===== src/rtl/updown_counter_param.sv =====
// rtl/updown_counter_param.sv - parametrised up/down counter with prescaler, wrap/saturate, tc pulse and sticky flags
module updown_counter_param #(
    parameter int WIDTH      = 8,
    parameter int PRESCALE_W = 4
) (
    input  logic                  clk,
    input  logic                  rst_n,
    input  logic                  en,
    input  logic                  up,
    input  logic                  load,
    input  logic [WIDTH-1:0]      load_val,
    input  logic [WIDTH-1:0]      limit,
    input  logic                  sat_mode,
    input  logic [PRESCALE_W-1:0] prescale,
    input  logic                  clr_sticky,
    output logic [WIDTH-1:0]      count,
    output logic                  tc,
    output logic                  at_max,
    output logic                  at_zero,
    output logic                  ovf_sticky,
    output logic                  unf_sticky
);

    logic [PRESCALE_W-1:0] pdiv;
    logic                  step;
    logic                  up_bound;
    logic                  dn_bound;
    logic                  ovf_set;
    logic                  unf_set;
    logic [WIDTH-1:0]      count_next;

    assign at_max  = (count == limit);
    assign at_zero = (count == '0);

    // load has priority, so a step is only possible on non-load edges
    assign step     = en && !load && (pdiv == prescale);
    assign up_bound = (count >= limit);
    assign dn_bound = (count == '0);
    assign ovf_set  = step && up && up_bound;
    assign unf_set  = step && !up && dn_bound;

    always_comb begin
        count_next = count;
        if (up) begin
            if (!up_bound)     count_next = count + 1'b1;
            else if (sat_mode) count_next = limit;
            else               count_next = '0;
        end else begin
            if (!dn_bound)     count_next = count - 1'b1;
            else if (sat_mode) count_next = '0;
            else               count_next = limit;
        end
    end

    always_ff @(posedge clk or negedge rst_n) begin
        if (!rst_n) begin
            count <= '0;
            pdiv  <= '0;
            tc    <= 1'b0;
        end else begin
            tc <= 1'b0;
            if (load) begin
                count <= load_val;
                pdiv  <= '0;
            end else if (en) begin
                if (pdiv == prescale) begin
                    pdiv  <= '0;
                    count <= count_next;
                    tc    <= ovf_set || unf_set;
                end else begin
                    pdiv <= pdiv + 1'b1;
                end
            end
        end
    end

    // a set event in the same cycle overrides the clear
    always_ff @(posedge clk or negedge rst_n) begin
        if (!rst_n) begin
            ovf_sticky <= 1'b0;
            unf_sticky <= 1'b0;
        end else begin
            ovf_sticky <= ovf_set || (ovf_sticky && !clr_sticky);
            unf_sticky <= unf_set || (unf_sticky && !clr_sticky);
        end
    end

endmodule


===== config.mk =====
export PLATFORM = sky130hd
export DESIGN_NAME = updown_counter_param
export DESIGN_NICKNAME = d
export VERILOG_FILES = /design/src/rtl/updown_counter_param.sv
export SDC_FILE = /design/constraint.sdc
export NUM_CORES = 1
export LEC_CHECK = 0
export ABC_AREA = 1
export CORE_ASPECT_RATIO = 0.6
export CORE_MARGIN = 3
export CORE_UTILIZATION = 30
export CTS_CLUSTER_SIZE = 14
export DETAILED_ROUTE_END_ITERATION = 10
export SKIP_CTS_REPAIR_TIMING = 1
export SLEW_MARGIN = 20
export SYNTH_ARGS = -nofsm -noshare
export SYNTH_HDL_FRONTEND = slang
export SYNTH_SLANG_ARGS = --single-unit

===== constraint.sdc =====
create_clock -name clk -period 1.7 [get_ports clk]
set_clock_uncertainty 0.15 [all_clocks]
set_input_delay 0.255 -clock clk [delete_from_list [all_inputs] [get_ports clk]]
set_output_delay 0.255 -clock clk [all_outputs]
set_load 0.03 [all_outputs]

==> flow_summary.toml <==
[floorplanning]
core_um2 = 5200
die_w_um = 102
start_util = 0.319
dieArea_um2 = 6490
io_pins = 40
die_y_um = 63.6
rows = 20

[place]
dp_hpwl_um = 4640
pre_cts_slack_ns = -0.617
gp_congestion = 0.932
place_area_um2 = 2560
numPortBuffers = 39

[drt]
drt_iter0_drc = 199
totalWireLength_um = 6200
vias = 2069
first_pass_iters = 5
drc = 0
vias_per_cell = 4.77
ant_nets = 0
route.detailed.wl_per_inst_um = 14.3

[cts]
numClockSinks = 15
clock_latency_ns = 0.26
cts_tree = "yes"
numCtsBuffers = 3
cts_buffer_depth = 2
clkTransAtPathRegs_ns = 0.07
cts_root_buf = "clkbuf_8"
htreeDepth = 1

[hold_path]
min_path_type = "primary input to async pin"

[timing]
fin_ws_ns = -0.230
fin_hold_ws_ns = 0.168
relSlewSlack = 0.770
setup_viol = 12
fin_tns_setup_ns = -1.96
fin_crit_sh = 1.14
slew_violations = 0
max_clock_freq_mhz = 518
hold_violations = 0
rsz0062_at_grt = "yes"
worst_pin_slew_ns = 0.344
min_period_ns = 1.93

[worst_setup_path]
worstSetupPathType = "flip-flop to primary output"
worstPathRequired_ns = 1.29
crit_start = "count[5]"
crit_path_max_fanout = 3
end_kind = "primary output"
crit_top_cell = "buf_6"
cp-endpoint = "at_max"
reg2reg_depth = 13
critical_path.cell_chain = "ha_4 -> nand2_4 -> nor2_4 -> nand2_2 -> buf_6 -> inv_4 -> buf_6"
r2r-start = "count[5]"
timing.rr.end = "count[4]"
crit_arrival_ns = 1.53
critPathLaunchType = "flip-flop"
cp_slowest_stage_delay_ns = 0.43
rrSetupSlack_ns = -0.18
slowest_stage = "dfrtp_2"

[pwr]
clkPwrFrac = 0.171
pwr-share-comb = 0.598
leakagePower_nw = 1.68
swShare = 0.423
power.density_nw_per_um2 = 610
p_int_mw = 1.06
p_seq_frac = 0.231
p_sw_mw = 0.773
peakVddDrop_v = 0.000269

[synth]
ys_types = 27
syn_inst = 269
netlist_area_um2 = 1660
avgSynthCellArea_um2 = 6.17
yosysWarningCount = 0
ys_seq_area_frac = 0.226
synth_top_cell_by_area = "nand2_1"
syn-num-nets = 308
synth-seq-cells = 15
synthTopCellsByArea = "nand2_1 (23%), dfrtp_1 (23%), ha_1 (9.0%)"
synth_top_area_share = 0.231

[grt]
grt_pass1_wl_um = 8990
grtUsageTotal = 0.178
grt_max_degree = 16
grt.overflow.total = 0
antenna_found_initial = 0
grt_pass1_vias = 1739

[layout]
drive_above_1_share = 0.386
syn_to_final_growth_pct = 80.7
antennaDiodeCount = 0
final_cell_area_um2 = 3000
nets = 408
post-route-util = 0.576

[status]
violations = "negative setup slack"
outcome = "finished, violations left"

[flow_run]
cap_violations = 0
-- cells by family after synthesis --
logic type      share of synthesized area
simple gates                        0.454
buf+inv                             0.102
compound gates                     0.0686
flops                               0.226
fa+ha+maj                          0.0904
xor+xnor                           0.0528
mux                               0.00603
-- worst min path at each step --
stage | to | depth (start not counted) | start | slack, ns
3_3_place_gp | unf_sticky | 2 | unf_sticky | 0.37
6_report | count[1] | 2 | rst_n | 0.17
4_1_cts | count[1] | 2 | rst_n | 0.17
2_1_floorplan | count[0] | 0 | rst_n | -0.19
3_5_place_dp | unf_sticky | 2 | unf_sticky | 0.37
5_1_grt | pdiv[1] | 2 | rst_n | 0.19
-- layout by cell type, fill, tap and decap left out, drive strengths merged --
master         instances
buf                   59
dlymetal6s2s          19
ha                    12
xor2                   9
inv                   36
clkdlybuf4s50         18
nand2                108
nor2                  28
xnor2                  1
clkinv                 2
a21oi                  5
mux2i                  1
or2                    1
o21ai                 17
clkbuf                 4
dfrtp                 15
nand3                 30
nand4                  3
-- layer usage --
metal  part of all wire  vias up  global-route usage
met2               0.40       89               0.231
met4             0.0082        0              0.0213
met5                  0        -                   0
met3              0.085       10              0.0398
met1               0.51      922               0.295
li1                   -     1048                   -
-- registers in the layout, indices dropped and copies added (netlist names) --
name,flops
ovf_sticky,1
unf_sticky,1
count,8
pdiv,4
tc,1
-- layout make-up --
cell class,count,area (um2)
clock buffers,4,45.0
fillers,492,2200
inverters,38,149
multi-input cells,215,1450
flip-flops and latches,15,385
well taps,66,82.6
repair buffers,96,892
-- metrics by stage --
step	std cells	power [mW]
2_1_floorplan	269	0.926
3_3_place_gp	414	1.28
3_5_place_dp	414	1.29
4_1_cts	418	1.61
5_1_grt	434	1.95
6_report	434	1.83
-- power groups by stage --
stage	registers (mW)	logic (mW)	clock network, mW
after floorplan	0.492	0.434	0
after global placement	0.428	0.852	0
after detailed placement	0.429	0.856	0
after CTS	0.423	0.861	0.322
after global routing	0.427	1.19	0.333
final	0.423	1.09	0.313
-- Yosys cell counts (all sizes together) --
master    n
a21oi     5
ha       12
o21ai    17
nand4     3
nand2   106
nor2     27
xor2      9
or2       1
clkinv    2
dfrtp    15
inv      36
mux2i     1
nand3    30
xnor2     1
buf       4
-- critical path: cells and delay by family (launching register included) --
| family | cells | cell delay [ns] |
|---|---|---|
| adders and majority gates | 1 | 0.29 |
| buffers and inverters | 3 | 0.27 |
| DFF | 1 | 0.43 |
| and+or+nand+nor | 3 | 0.27 |
Note: power is estimated with default switching activity, not from simulation.
